<file path="config.mk">
export PLATFORM = sky130hd
export DESIGN_NAME = card_board_ctrl
export DESIGN_NICKNAME = d
export VERILOG_FILES = /design/src/rtl/card_pkg.sv /design/src/rtl/card_show_timer.sv /design/src/rtl/card_board_ctrl.sv
export SDC_FILE = /design/constraint.sdc
export NUM_CORES = 1
export LEC_CHECK = 0
export CELL_PAD_IN_SITES_DETAIL_PLACEMENT = 0
export CELL_PAD_IN_SITES_GLOBAL_PLACEMENT = 1
export CORE_ASPECT_RATIO = 0.75
export CORE_MARGIN = 2
export CORE_UTILIZATION = 43
export CTS_CLUSTER_DIAMETER = 100
export DETAILED_ROUTE_END_ITERATION = 10
export PLACE_DENSITY = 0.9
export SETUP_SLACK_MARGIN = 0.1
export SYNTH_ARGS = -nofsm -noshare
export SYNTH_HDL_FRONTEND = slang
export SYNTH_SLANG_ARGS = --single-unit
</file>
<file path="constraint.sdc">
create_clock -name clk -period 8.25 [get_ports clk]
set_clock_uncertainty 0.15 [all_clocks]
set_input_delay 1.65 -clock clk [delete_from_list [all_inputs] [get_ports clk]]
set_output_delay 1.65 -clock clk [all_outputs]
set_load 0.005 [all_outputs]
</file>
<file path="src/rtl/card_pkg.sv">
// Purpose: shared types, sizes, FSM state encoding and card-slice helper for the card board controller.
// Latency: none (types and pure functions only).
// Backpressure: not applicable.
package card_pkg;

   localparam int NUM_CARDS = 16;
   localparam int VAL_W     = 3;
   localparam int NUM_PAIRS = 8;
   localparam int BOARD_W   = NUM_CARDS * VAL_W;

   // Card 0 sits in bits [0:2]; within a card the lowest-numbered bit is the value MSB.
   typedef logic [0:BOARD_W-1] board_t;
   typedef logic [VAL_W-1:0]   card_val_t;

   typedef enum logic [3:0] {
      ST_IDLE,
      ST_DEAL_REQ,
      ST_DEAL_WAIT,
      ST_FIRST,
      ST_SECOND,
      ST_SHOW,
      ST_CHECK,
      ST_WIN,
      ST_LOSE
   } state_t;

   // Extract the value of card idx from a packed board.
   function automatic card_val_t card_val(input board_t b, input logic [3:0] idx);
      return b[VAL_W*int'(idx) +: VAL_W];
   endfunction

endpackage

</file>
<file path="src/rtl/card_show_timer.sv">
// Purpose: reveal-interval down-counter; load sets SHOW_CYCLES-1, counts to zero and holds there.
// Latency: zero_o is registered state; asserts SHOW_CYCLES enabled cycles after load.
// Backpressure: none; clear overrides load, load overrides counting.
module card_show_timer #(
   parameter int SHOW_CYCLES = 25000000
) (
   input  logic clk,
   input  logic reset,
   input  logic load_i,
   input  logic clear_i,
   input  logic en_i,
   output logic zero_o
);

   localparam int TW = (SHOW_CYCLES > 1) ? $clog2(SHOW_CYCLES) : 1;

   logic [TW-1:0] cnt_q, cnt_d;

   // Next count: clear, reload, or decrement while enabled and not yet at zero.
   always_comb begin
      cnt_d = cnt_q;
      if (clear_i) begin
         cnt_d = '0;
      end else if (load_i) begin
         cnt_d = TW'(SHOW_CYCLES - 1);
      end else if (en_i && (cnt_q != '0)) begin
         cnt_d = cnt_q - TW'(1);
      end
   end

   // Count register with synchronous reset.
   always_ff @(posedge clk) begin
      if (reset) begin
         cnt_q <= '0;
      end else begin
         cnt_q <= cnt_d;
      end
   end

   assign zero_o = (cnt_q == '0);

endmodule

</file>
<file path="src/rtl/card_board_ctrl.sv">
// Purpose: card-flip game FSM: requests a deal, takes pair picks, reveals, compares, scores (CARD_MOVE_LIMIT_EN adds a move limit and LOSE).
// Latency: picks land on face_up the next edge; a pair is compared SHOW_CYCLES cycles after its second pick.
// Backpressure: none; selections that cannot be accepted are dropped, new_game preempts everything but reset.
module card_board_ctrl
   import card_pkg::*;
#(
   parameter int SHOW_CYCLES = 25000000,
   parameter int MOVE_W      = 8
`ifdef CARD_MOVE_LIMIT_EN
   , parameter int MAX_MOVES = 20
`endif
) (
   input  logic                 clk,
   input  logic                 reset,
   input  logic                 new_game,
   output logic                 deal_start,
   input  logic                 deal_done,
   input  logic [0:47]          deal_cards,
   input  logic                 sel_valid,
   input  logic [3:0]           sel_idx,
   output logic [0:47]          board,
   output logic [15:0]          face_up,
   output logic [15:0]          matched,
   output logic [3:0]           pairs_found,
   output logic [MOVE_W-1:0]    moves,
   output logic                 busy,
   output logic                 match_pulse,
   output logic                 miss_pulse,
   output logic                 game_over
`ifdef CARD_MOVE_LIMIT_EN
   , output logic               lost
`endif
);

   state_t              state_q, state_d;
   board_t              board_q, board_d;
   logic [15:0]         face_q, face_d;
   logic [15:0]         matched_q, matched_d;
   logic [3:0]          pairs_q, pairs_d;
   logic [MOVE_W-1:0]   moves_q, moves_d;
   logic [3:0]          a_q, a_d;
   logic [3:0]          b_q, b_d;

   logic                tmr_load, tmr_zero;
   logic                pair_hit;
   logic [MOVE_W-1:0]   moves_inc;

   card_show_timer #(
      .SHOW_CYCLES (SHOW_CYCLES)
   ) u_timer (
      .clk     (clk),
      .reset   (reset),
      .load_i  (tmr_load),
      .clear_i (new_game),
      .en_i    (state_q == ST_SHOW),
      .zero_o  (tmr_zero)
   );

   assign pair_hit  = (card_val(board_q, a_q) == card_val(board_q, b_q));
   assign moves_inc = (moves_q == {MOVE_W{1'b1}}) ? moves_q : moves_q + MOVE_W'(1);

   // Next-state, mask/counter updates and compare pulses; new_game overrides every state action.
   always_comb begin
      state_d     = state_q;
      board_d     = board_q;
      face_d      = face_q;
      matched_d   = matched_q;
      pairs_d     = pairs_q;
      moves_d     = moves_q;
      a_d         = a_q;
      b_d         = b_q;
      tmr_load    = 1'b0;
      match_pulse = 1'b0;
      miss_pulse  = 1'b0;
      if (new_game) begin
         state_d   = ST_DEAL_REQ;
         face_d    = '0;
         matched_d = '0;
         pairs_d   = '0;
         moves_d   = '0;
      end else begin
         case (state_q)
            ST_DEAL_REQ: state_d = ST_DEAL_WAIT;
            ST_DEAL_WAIT: begin
               if (deal_done) begin
                  board_d = deal_cards;
                  state_d = ST_FIRST;
               end
            end
            ST_FIRST: begin
               if (sel_valid && !face_q[sel_idx]) begin
                  face_d[sel_idx] = 1'b1;
                  a_d             = sel_idx;
                  state_d         = ST_SECOND;
               end
            end
            ST_SECOND: begin
               if (sel_valid && !face_q[sel_idx]) begin
                  face_d[sel_idx] = 1'b1;
                  b_d             = sel_idx;
                  tmr_load        = 1'b1;
                  state_d         = ST_SHOW;
               end
            end
            ST_SHOW: begin
               if (tmr_zero) state_d = ST_CHECK;
            end
            ST_CHECK: begin
               moves_d = moves_inc;
               if (pair_hit) begin
                  matched_d[a_q] = 1'b1;
                  matched_d[b_q] = 1'b1;
                  pairs_d        = pairs_q + 4'd1;
                  match_pulse    = 1'b1;
                  state_d        = (pairs_q == 4'(NUM_PAIRS - 1)) ? ST_WIN : ST_FIRST;
               end else begin
                  face_d[a_q] = 1'b0;
                  face_d[b_q] = 1'b0;
                  miss_pulse  = 1'b1;
                  state_d     = ST_FIRST;
`ifdef CARD_MOVE_LIMIT_EN
                  if (moves_inc == MOVE_W'(MAX_MOVES)) begin
                     face_d  = '1;
                     state_d = ST_LOSE;
                  end
`endif
               end
            end
            default: ;
         endcase
      end
   end

   // State, board, mask and counter registers with synchronous reset.
   always_ff @(posedge clk) begin
      if (reset) begin
         state_q   <= ST_IDLE;
         board_q   <= '0;
         face_q    <= '0;
         matched_q <= '0;
         pairs_q   <= '0;
         moves_q   <= '0;
         a_q       <= '0;
         b_q       <= '0;
      end else begin
         state_q   <= state_d;
         board_q   <= board_d;
         face_q    <= face_d;
         matched_q <= matched_d;
         pairs_q   <= pairs_d;
         moves_q   <= moves_d;
         a_q       <= a_d;
         b_q       <= b_d;
      end
   end

   assign deal_start  = (state_q == ST_DEAL_REQ);
   assign busy        = (state_q == ST_DEAL_REQ) || (state_q == ST_DEAL_WAIT) ||
                        (state_q == ST_SHOW)     || (state_q == ST_CHECK);
   assign game_over   = (state_q == ST_WIN) || (state_q == ST_LOSE);
   assign board       = board_q;
   assign face_up     = face_q;
   assign matched     = matched_q;
   assign pairs_found = pairs_q;
   assign moves       = moves_q;
`ifdef CARD_MOVE_LIMIT_EN
   assign lost        = (state_q == ST_LOSE);
`endif

endmodule

</file>
After elaboration in Yosys (flattened, before gate mapping)

Cells that the tools add are included.

Bits of input ports: 57
Word-level logic and storage cells: 113
Bits in latches: 0
Bits in writable memories: 0
Memories kept: 0
ROM bits: 0
Flip-flop bits (word level): 129

Bitwise operators: 11
Equal/unequal tests: 21
Div/mod/pow operators: 0
$mul: 2
Reduce and logical (&&, ||, !) cells: 27
Shifts and indexed selects: 2
Mux-type cells: 30
$add $sub $neg: 3
Magnitude comparators: 6

Operators with widths:

| cell                    | count |
|---|---|
| $shiftx A48 B32 Y49     | 2 |
| $not A6 Y32             | 2 |
| $mux W25                | 2 |
| $or A16 B16 Y16         | 3 |
| $and A16 B16 Y16        | 2 |
| $mux W16                | 2 |
| $not A16 Y16            | 2 |
| $pmux W16 S2            | 1 |
| $logic_not A25 Y1       | 1 |
| $reduce_bool A25 Y1     | 1 |
| $sub A25 B1 Y25 const B | 1 |
| $pmux W4 S6             | 1 |
| $eq A4 B3 Y1 const B    | 5 |
| $mux W4                 | 4 |
| $lt A4 B5 Y1 const B    | 3 |
| $mux W1                 | 14 |
| $demux W1 S4            | 3 |
| $ge A4 B1 Y1 const B    | 3 |
| $mul A2 B4 Y6 const A   | 2 |
| $ne A3 B3 Y1 const B    | 4 |
| $reduce_and A3 Y1       | 4 |
| $ne A2 B2 Y1 const B    | 5 |
| $reduce_and A5 Y1       | 2 |
| $add A8 B1 Y8 const B   | 1 |
| other kinds (19)        | 32 |

Logic depth before layout (Yosys ltp)

Gate-level depths: netlist of run 1.

Word-level depth: 9
Gate-level depth with buffers: 16

Hierarchy

Synthesis of run 1 repeated with hierarchy kept, for this count alone.

Cell total of the unflattened synthesis: 912
Area total of the unflattened synthesis: 8428.1 um2

Modules (own cells, without submodules):

| module          | instances | area an instance (um2) | cells an instance |
|---|---|---|---|
| card_board_ctrl | 1         | 7119.3                 | 757 |
| card_show_timer | 1         | 1308.8                 | 155 |

Worst setup path after synthesis of run 1

Ideal clock, no wire load.

Kind: reg-to-output
Start: register b_q[0]
End: output match_pulse
Arrival: 3482 ps
Setup slack: 2968 ps
Path buffers: 3
Required time: 6450 ps
Stages on the path, launching flop included: 16
Cells stage by stage: dfxtp_1 > ha_1 > inv_1 > fa_1 > buf_6 > buf_6 > mux2_2 > nand2_1 > o21ai_0 > mux4_1 > a22oi_1 > xnor2_1 > o211a_4 > nand2_1 > buf_2 > nor2_1

Longest elaborated chain between the ends: 7

Ends and longest elaborated chain:

| element                           | RTL line               | RTL |
|---|---|---|
| start: declaration                | card_board_ctrl.sv:42  | `logic [3:0] b_q, b_d;` |
| start signal: assignment          | card_board_ctrl.sv:144 | `b_q <= '0;` |
| start signal: assignment          | card_board_ctrl.sv:153 | `b_q <= b_d;` |
| $mul A2 B4 Y6                     | card_pkg.sv:29         | `return b[VAL_W*int'(idx) +: VAL_W];` |
| $not A6 Y32 (not written as such) | card_pkg.sv:29         |  |
| $shiftx A48 B32 Y49               | card_pkg.sv:29         |  |
| $eq A3 B3 Y1                      | card_board_ctrl.sv:59  | `assign pair_hit = (card_val(board_q, a_q) == card_val(board_q, b_q));` |
| $mux W1                           | card_board_ctrl.sv:110 | `if (pair_hit) begin` |
| $mux W1                           | card_board_ctrl.sv:82  | `case (state_q)` |
| $mux W1                           | card_board_ctrl.sv:75  | `if (new_game) begin` |
| end: declaration                  | card_board_ctrl.sv:27  | `output logic match_pulse,` |

Every way passes these cells.

Worst setup path after layout of run 1

Start: register a_q[0]
End: output match_pulse

Longest elaborated chain between the ends: 7

Ends and longest elaborated chain:

| element                           | RTL line               | RTL |
|---|---|---|
| start: declaration                | card_board_ctrl.sv:41  | `logic [3:0] a_q, a_d;` |
| start signal: assignment          | card_board_ctrl.sv:143 | `a_q <= '0;` |
| start signal: assignment          | card_board_ctrl.sv:152 | `a_q <= a_d;` |
| $mul A2 B4 Y6                     | card_pkg.sv:29         |  |
| $not A6 Y32 (not written as such) | card_pkg.sv:29         |  |
| $shiftx A48 B32 Y49               | card_pkg.sv:29         |  |
| $eq A3 B3 Y1                      | card_board_ctrl.sv:59  |  |
| $mux W1                           | card_board_ctrl.sv:110 |  |
| $mux W1                           | card_board_ctrl.sv:82  |  |
| $mux W1                           | card_board_ctrl.sv:75  |  |

Every way passes these cells.

==> results of run 1 <==
[worst max-delay path, delay by kind of cell, from the launching register on]
family                   cells  cell delay [ns]
XOR/XNOR                     1             0.17
buffers and inverters        3             0.99
flip-flops                   1             0.30
AND/OR/NAND/NOR              4             0.80
adder cells (fa/ha/maj)      2             1.58
multiplexers                 2             1.09
AO/OA/AOI/OAI                1             0.27
[stage by stage]
stage	worst slack (ns)	area [sq um]
detailed placement	1.24	9710
floorplan	2.97	8100
finish	0.822	10300
global route	0.444	10300
global placement	1.41	9710
CTS	0.785	10300
[routing by layer]
metal,wire (um),up-vias,part of all wire,track usage
li1,-,3450,-,-
met2,10100,341,0.43,0.346
met3,2450,19,0.10,0.0737
met4,218,0,0.0092,0.0603
met1,10900,3477,0.46,0.358
met5,0,-,0,0
[state kept, by name (all words and copies together) (netlist names)]
signal         cells
a_q                4
moves              8
u_timer.cnt_q     25
b_q                4
pairs_found        4
state_q            3
board             48
face_up           16
matched           16
[worst max-delay path by stage]
stage / to / slack [ns] / start / depth (start not counted)
2_1_floorplan: match_pulse / 2.97 / b_q[0] / 15
3_3_place_gp: match_pulse / 1.41 / a_q[0] / 13
3_5_place_dp: match_pulse / 1.24 / a_q[0] / 13
4_1_cts: match_pulse / 0.79 / a_q[0] / 13
5_1_grt: match_pulse / 0.44 / a_q[0] / 13
6_report: match_pulse / 0.82 / a_q[0] / 13
[kinds of logic after synthesis]
family	Yosys count	synth area share
xor gates and xnor gates	33	0.0366
adders and majority gates	30	0.0482
DFF	128	0.316
buffers and inverters	75	0.0434
AOI/OAI and AO/OA	195	0.155
and+or+nand+nor	305	0.168
muxes	110	0.233
[synthesized netlist by cell type, drive strengths merged (14+ instances only)]
master / number / area share
buf: 27 / 0.021
nand3: 17 / 0.011
clkbuf: 32 / 0.015
nor3: 14 / 0.0086
dfxtp: 128 / 0.32
nand2: 170 / 0.079
a21oi: 89 / 0.055
xor2: 14 / 0.016
a22o: 16 / 0.017
mux2i: 46 / 0.057
inv: 16 / 0.0074
xnor2: 19 / 0.021
ha: 28 / 0.043
a211oi: 23 / 0.023
nor2: 44 / 0.020
o21ai: 29 / 0.018
mux4: 62 / 0.17
[area by class of cell]
| cell class | instances | area (sq um) |
|---|---|---|
| Multi-Input combinational cell | 673 | 5200 |
| Clock inverter | 8 | 78.8 |
| Clock buffer | 23 | 498 |
| Timing Repair Buffer | 160 | 1580 |
| Inverter | 16 | 60.1 |
| Tap cell | 247 | 309 |
| Fill cell | 1680 | 8170 |
| Sequential cell | 128 | 2560 |
[cell usage in the layout, fill, tap and decap left out, types with 3 or more instances in the layout]
| cell type | n |
|---|---|
| or2_2 | 4 |
| or4_1 | 4 |
| inv_1 | 15 |
| nor3_1 | 14 |
| ha_1 | 28 |
| nand4_1 | 4 |
| nand2_1 | 170 |
| nor2_1 | 43 |
| mux2i_1 | 46 |
| and3_1 | 6 |
| mux4_2 | 60 |
| nand2b_1 | 6 |
| clkbuf_8 | 5 |
| o21ai_0 | 24 |
| nor2b_1 | 9 |
| o31ai_1 | 4 |
| o21ai_1 | 5 |
| buf_4 | 7 |
| and2_1 | 6 |
| a21oi_1 | 89 |
| dfxtp_1 | 128 |
| nand3_1 | 17 |
| xnor2_1 | 19 |
| clkinvlp_4 | 4 |
| a22o_1 | 16 |
| a31oi_1 | 10 |
| a211oi_1 | 22 |
| clkdlybuf4s50_1 | 152 |
| nor4_1 | 5 |
| xor2_1 | 12 |
| a2111oi_0 | 3 |
| a22oi_1 | 4 |
| o211ai_1 | 4 |
| clkbuf_16 | 17 |
| or3_1 | 7 |
[power by group]
| group | leakage, nW | total (W) | switching [W] | internal [W] |
|---|---|---|---|---|
| combinational | 2.24 | 0.0000958 | 0.0000455 | 0.0000503 |
| clock | 0.274 | 0.000737 | 0.000284 | 0.000452 |
| sequential | 1.03 | 0.000631 | 0.00000907 | 0.000622 |
| total | 3.54 | 0.00146 | 0.000339 | 0.00112 |
==> flow_summary.toml, run 1 <==
[drt]
routed_wl_um = 23700
drt_pass1_iterations = 5
vias_per_cell = 5.81
postRouteAntennaNets = 0
first_iter_violations = 619
wire_per_inst_um = 18.9
drc_errors = 0
vias = 7287

[sta]
finalMaxSlewViolations = 0
setup-tns-final_ns = 0
fin_hold_ws_ns = 0.297
grt_setup_unrepaired = "no"
period_needed_ns = 7.43
setup_viol = 0
clock.fmax_mhz = 135
fin_crit_sh = 0.900
slew_headroom = 0.254
final-hold-violation-count = 0
worst_pin_slew_ns = 1.12

[run]
max-cap-violations = 0

[clocking]
cts-root-buf = "clkbuf_16"
htreeDepth = 4
post_cts.resized_instances = 0
clock_latency_ns = 0.42
cts_tree = "built"
cts_sinks = 128
ctsHoldBuffers = 0
cts_setup_buffers = 0
cts_buffers = 17
path_clk_slew_ns = 0.06
clock_path_buffers = 2

[power]
total_leakage_power_nw = 3.54
power_density_nw_per_um2 = 142
ir_worst_vdd_uv = 99.1
power_w = 0.00146

[worst_setup_path]
worstSetupStartpointType = "flip-flop"
end_kind = "output port"
rr_worst_depth = 13
crit_top_cell = "mux4_2"
slowest_delay_ns = 1.21
rr_startpoint = "a_q[0]"
crit_chain = "buf_4, ha_1, inv_1, fa_2, mux4_2, mux4_2, nand3_1, and3_1, xnor2_1, o211a_4, nand2_1, nor2_1, clkdlybuf4s50_1"
cp_slowest_cell = "fa_2"
arrival_ns = 5.63
path_max_fanout = 36
crit_type = "flip-flop to output port"
required_ns = 6.45
reg2reg_slack_ns = 3.06
r2r-end = "face_up[9]"

[floorplan]
ios = 154
initial_core_util = 0.439
die_x_um = 162
rows = 43
floorplan.core_area_sq_um = 18500
die_area_sq_um = 20000
fp.dieH_um = 123

[place]
io_buffers = 153
dp_hpwl_um = 16800
dp.cells = 1224
place_congestion = 0.888

[synthesis]
netlist_instances = 876
async_reset_ff_frac = 0
synth-seq-cells = 128
synth_area_sq_um = 8100
synth.distinct_cells = 60
ys.flop_type = "dfxtp_1"
ys_warn_count = 0
avgSynthCellArea_sq_um = 9.25
syn_nets = 963
yosysSeqAreaShare = 0.316
synth-edff-count = 0

[global_routing]
first_global_vias = 6812
grt_max_degree = 62
antenna_found_initial = 0
overflow = 0
grt_usage = 0.243
grt_pass1_wl_um = 37600

[outcome]
status = "finished, final reports clean"

[final_layout]
drive_gt1_frac = 0.116
diodes = 0
area_growth_pct = 27.0
final_core_util = 0.558
fin_nets = 1083
fin_cells = 1255

[min_path]
worstHoldPathType = "flip-flop to flip-flop"
whs_endpoint = "matched[7]"
min_from = "matched[7]"
whs_path_depth = 2
Power figures use the tool's default switching activity.
==> inputs of run 2 (changes only) <==
--- a/config.mk
+++ b/config.mk
@@ -11,5 +11,4 @@
 export CORE_MARGIN = 2
 export CORE_UTILIZATION = 43
-export CTS_CLUSTER_DIAMETER = 100
 export DETAILED_ROUTE_END_ITERATION = 10
 export PLACE_DENSITY = 0.9
==> constraint.sdc (replaced) <==
create_clock -name clk -period 8.25 [get_ports clk]
set_clock_uncertainty 0.15 [all_clocks]
set_input_delay 1.2375 -clock clk [delete_from_list [all_inputs] [get_ports clk]]
set_output_delay 1.2375 -clock clk [all_outputs]
set_load 0.005 [all_outputs]
==> run 2 against run 1 <==
Effect of this change: non-clock buffer count is 1 lower; highest routed layer unchanged; combinational power increased by 0.4%; global-route usage up 0.34 points; via count increased by 0.55%; first-iteration DRC count rose by 9.5%; register-to-register slack better by 0.06 ns; critical path depth is 1 higher; cell area decreased by 0.36%; sequential cell count did not move; clock-buffer cell count up 1; clock power shrank 5.8%.
==> flow_summary.toml, run 2 (synthesis results as in run 1) <==
[global_routing]
grt_pass1_wl_um = 38400
antenna_found_initial = 0
grt_max_degree = 62
overflow = 0
first_global_vias = 6915
grt_usage = 0.246

[clocking]
cts_setup_buffers = 0
cts-root-buf = "clkbuf_16"
htreeDepth = 4
cts_tree = "built"
path_clk_slew_ns = 0.06
ctsHoldBuffers = 0
post_cts.resized_instances = 0
clock_path_buffers = 2
cts_buffers = 17
cts_sinks = 128
clock_latency_ns = 0.42

[floorplan]
rows = 43
ios = 154
floorplan.core_area_sq_um = 18500
die_area_sq_um = 20000
initial_core_util = 0.439
fp.dieH_um = 123
die_x_um = 162

[worst_setup_path]
arrival_ns = 5.55
path_max_fanout = 22
required_ns = 6.86
worstSetupStartpointType = "flip-flop"
crit_buf_inv = 3
crit_chain = "ha_1, inv_1, fa_1, buf_4, mux4_2, nand2_1, nand2_1, o2111a_1, a311oi_1, xnor2_1, o211a_4, nand2_1, nor2_1, clkdlybuf4s50_1"
cp_slowest_cell = "fa_1"
crit_type = "flip-flop to output port"
slowest_delay_ns = 1.21
crit_top_cell = "nand2_1"
end_kind = "output port"
cp_top_family = "adder cells"

[drt]
wire_per_inst_um = 18.9
first_iter_violations = 678
vias_per_cell = 5.84
postRouteAntennaNets = 0
drt_pass1_iterations = 5
routed_wl_um = 23700
vias = 7327
drc_errors = 0

[final_layout]
area_growth_pct = 26.5
fin_nets = 1082
drive_gt1_frac = 0.114
postLayoutCellArea_sq_um = 10300
layout_commonest_cell = "nand2_1"
fillers = 1671
layout_common_cells = "nand2_1, clkdlybuf4s50_1, dfxtp_1, a21oi_1, mux4_2"
largest_reg_flops = 48
diodes = 0

[sta]
finalMaxSlewViolations = 0
period_needed_ns = 6.93
setup_viol = 0
fin_crit_sh = 0.840
grt_setup_unrepaired = "no"
worst_pin_slew_ns = 1.19
clock.fmax_mhz = 144
slew_headroom = 0.204
final-hold-violation-count = 0
setup-tns-final_ns = 0

[power]
total_leakage_power_nw = 3.52
ir_worst_vdd_uv = 106
power_density_nw_per_um2 = 139

[place]
dp_hpwl_um = 17000
place_congestion = 0.897
placed_cell_area_sq_um = 9700
io_buffers = 153

[outcome]
status = "finished, final reports clean"

[run]
max-cap-violations = 0

[min_path]
worstHoldPathType = "flip-flop to flip-flop"
==> run 2: cell count changes in the layout (fill, tap and decap cells not counted) <==
cell / before / now
clkbuf_1: 1 / 3
bufinv_16: 1 / 0
clkinv_2: 2 / 3
clkbuf_8: 5 / 4
clkinvlp_4: 4 / 3
buf_4: 7 / 6
clkinv_4: 0 / 1
==> run 2: through the flow <==
stage | hold WS, ns | cells | util | worst slack, ns | total power [W]
5_1_grt | 0.338 | 1255 | 0.555 | 0.930 | 0.00147
3_5_place_dp | 0.288 | 1223 | 0.526 | 1.79 | 0.000740
4_1_cts | 0.295 | 1255 | 0.555 | 1.32 | 0.00143
6_report | 0.294 | 1255 | 0.555 | 1.32 | 0.00142
3_3_place_gp | 0.286 | 1223 | 0.526 | 1.88 | 0.000739
2_1_floorplan | 0.292 | 876 | - | 3.38 | 0.000690
==> run 2: power by group <==
part	internal (W)	switching, W	total, W
Sequential	0.000622	0.00000914	0.000631
Clock	0.000415	0.000278	0.000694
Combinational	0.0000504	0.0000458	0.0000962
==> run 2: layout make-up <==
| type | count | area [sq um] | area share |
|---|---|---|---|
| Clock buffer | 24 | 492 | 0.0480 |
| Clock inverter | 8 | 55.1 | 0.00537 |
| Inverter | 16 | 60.1 | 0.00586 |
| Multi-Input combinational cell | 673 | 5200 | 0.507 |
| Sequential cell | 128 | 2560 | 0.250 |
| Tap cell | 247 | 309 | 0.0301 |
| Timing Repair Buffer | 159 | 1570 | 0.153 |
==> run 2: worst min-delay path, cell delays in order (launching register included) <==
cell     delay [ns]
dfxtp_1        0.30
nand2_1        0.05
o21ai_1        0.05
==> run 2: path summary, 6_finish.rpt <==
path	start	depth (start not counted)	endpoint	slack, ns
worst max register to register	b_q[1]	13	face_up[12]	3.12
worst max-delay path	b_q[1]	14	match_pulse	1.32
worst min register to register	matched[7]	2	matched[7]	0.29
worst min-delay path	matched[7]	2	matched[7]	0.29
==> run 2: layer usage <==
layer  up-vias  global-route usage  share of wire
li1       3454                   -              -
met2       345               0.352           0.42
met4         0              0.0819          0.020
met1      3488               0.364           0.46
met3        40              0.0602          0.097
met5         -                   0              0
==> inputs of run 3 (changes only) <==
- CORE_UTILIZATION: 43 -> 36
- PLACE_DENSITY: 0.9 -> 0.81
- clock period: 8.25 -> 6.1 ns (I/O delays scaled with it)
==> run 3 against run 2 <==
Effect of this change: power is 54% higher; critical path depth unchanged; clock-buffer cell count fell by 6; first-iteration DRC count up 6.5%.
==> flow_summary.toml, run 3 (synthesis results as in run 1) <==
[outcome]
status = "finished, final reports clean"

[place]
dp_hpwl_um = 17200
place_congestion = 0.896
placed_cell_area_sq_um = 9830
io_buffers = 153

[floorplan]
ios = 154
floorplan.core_area_sq_um = 22100
die_area_sq_um = 23700
fp.dieH_um = 134
rows = 47
die_x_um = 177
initial_core_util = 0.367

[worst_setup_path]
crit_buf_inv = 3
rr_worst_depth = 13
end_kind = "output port"
cp_top_family = "compound AO/OA/AOI/OAI gates"
arrival_ns = 4.58
crit_type = "flip-flop to output port"
slowest_delay_ns = 0.59
worstSetupStartpointType = "flip-flop"
crit_chain = "ha_2, inv_1, fa_1, xor2_2, buf_4, mux4_2, mux2i_1, a2111oi_1, a311oi_1, xnor2_1, o211a_4, nand2_4, nor2_1, clkdlybuf4s50_1"
required_ns = 5.03
cp_slowest_cell = "a2111oi_1"
path_max_fanout = 17
cp_num_cells = 14

[clocking]
path_clk_slew_ns = 0.06
cts_buffers = 17
cts_tree = "built"
clock_path_buffers = 2
ctsHoldBuffers = 0
cts-root-buf = "clkbuf_16"
htreeDepth = 4
cts_sinks = 128
clock_latency_ns = 0.43

[sta]
final-hold-violation-count = 0
setup_viol = 0
finalMaxSlewViolations = 0
setup-tns-final_ns = 0
fin_crit_sh = 0.925
worst_pin_slew_ns = 1.07
grt_setup_unrepaired = "no"
slew_headroom = 0.289
period_needed_ns = 5.64
clock.fmax_mhz = 177
fin_hold_ws_ns = 0.293

[final_layout]
layout_common_cells = "nand2_1, clkdlybuf4s50_1, dfxtp_1, a21oi_1, mux4_2"
diodes = 0
fin_nets = 1092
area_growth_pct = 30.7
postLayoutCellArea_sq_um = 10600
drive_gt1_frac = 0.128
largest_reg_flops = 48
layout_commonest_cell = "nand2_1"
fillers = 2083

[drt]
drt_pass1_iterations = 5
vias_per_cell = 5.61
wire_per_inst_um = 18.9
postRouteAntennaNets = 0
first_iter_violations = 722
vias = 7363
routed_wl_um = 24900
drc_errors = 0

[power]
total_leakage_power_nw = 3.66
power_w = 0.00219
ir_worst_vdd_uv = 185
power_density_nw_per_um2 = 207

[global_routing]
antenna_found_initial = 0
grt_pass1_wl_um = 39600
grt_max_degree = 62
overflow = 0
grt_usage = 0.212
first_global_vias = 7043

[min_path]
worstHoldPathType = "flip-flop to flip-flop"
whs_path_depth = 2

[run]
max-cap-violations = 0
## run 3: worst paths after layout
| path | startpoint | to | slack, ns |
|---|---|---|---|
| worst min-delay path | matched[13] | matched[13] | 0.29 |
| worst max register to register | b_q[1] | face_up[10] | 1.69 |
| worst max-delay path | b_q[1] | match_pulse | 0.46 |
| worst min register to register | matched[13] | matched[13] | 0.29 |
## run 3: repair_timing
item                                    CTS  global route
pin swaps                                 1             1
setup buffers                             1             2
endpoints found under the setup margin    1             1
resized for setup                         1             6
## run 3: layout make-up
cell class	instances	area [sq um]	share of cell area
Clock inverter	14	253	0.0239
Multi-Input combinational cell	673	5220	0.493
Timing Repair Buffer	169	1700	0.160
Tap cell	294	368	0.0348
Clock buffer	18	429	0.0405
Inverter	16	60.1	0.00567
Sequential cell	128	2560	0.242
## run 3: worst reg2reg max path, delay by kind of cell, from the launching register on
kind | cells | cell delay [ns]
AND/OR/NAND/NOR | 1 | 0.17
XOR/XNOR | 1 | 0.17
flip-flops | 1 | 0.41
buffers and inverters | 2 | 0.32
AO/OA/AOI/OAI | 6 | 1.71
adder cells (fa/ha/maj) | 2 | 0.78
multiplexers | 1 | 0.54
## run 3: power breakdown
part	switching [W]	internal, W	leakage, nW
Combinational	0.0000644	0.0000695	2.30
Clock	0.000429	0.000777	0.326
Sequential	0.0000114	0.000841	1.03
## run 3: metrics by stage
stage               setup slack (ns)  cells   util
finish                         0.455   1312  0.480
CTS                            0.194   1310  0.477
global route                   0.139   1312  0.480
floorplan                       1.55    876      -
global placement               0.496   1277  0.446
detailed placement             0.407   1277  0.446
## run 3: metal layers
layer  part of all wire  global-route usage  vias to the layer above
met3              0.087              0.0587                       32
met5                  0                   0                        -
met1               0.49               0.320                     3533
li1                   -                   -                     3470
met4              0.014              0.0537                        0
met2               0.41               0.294                      328
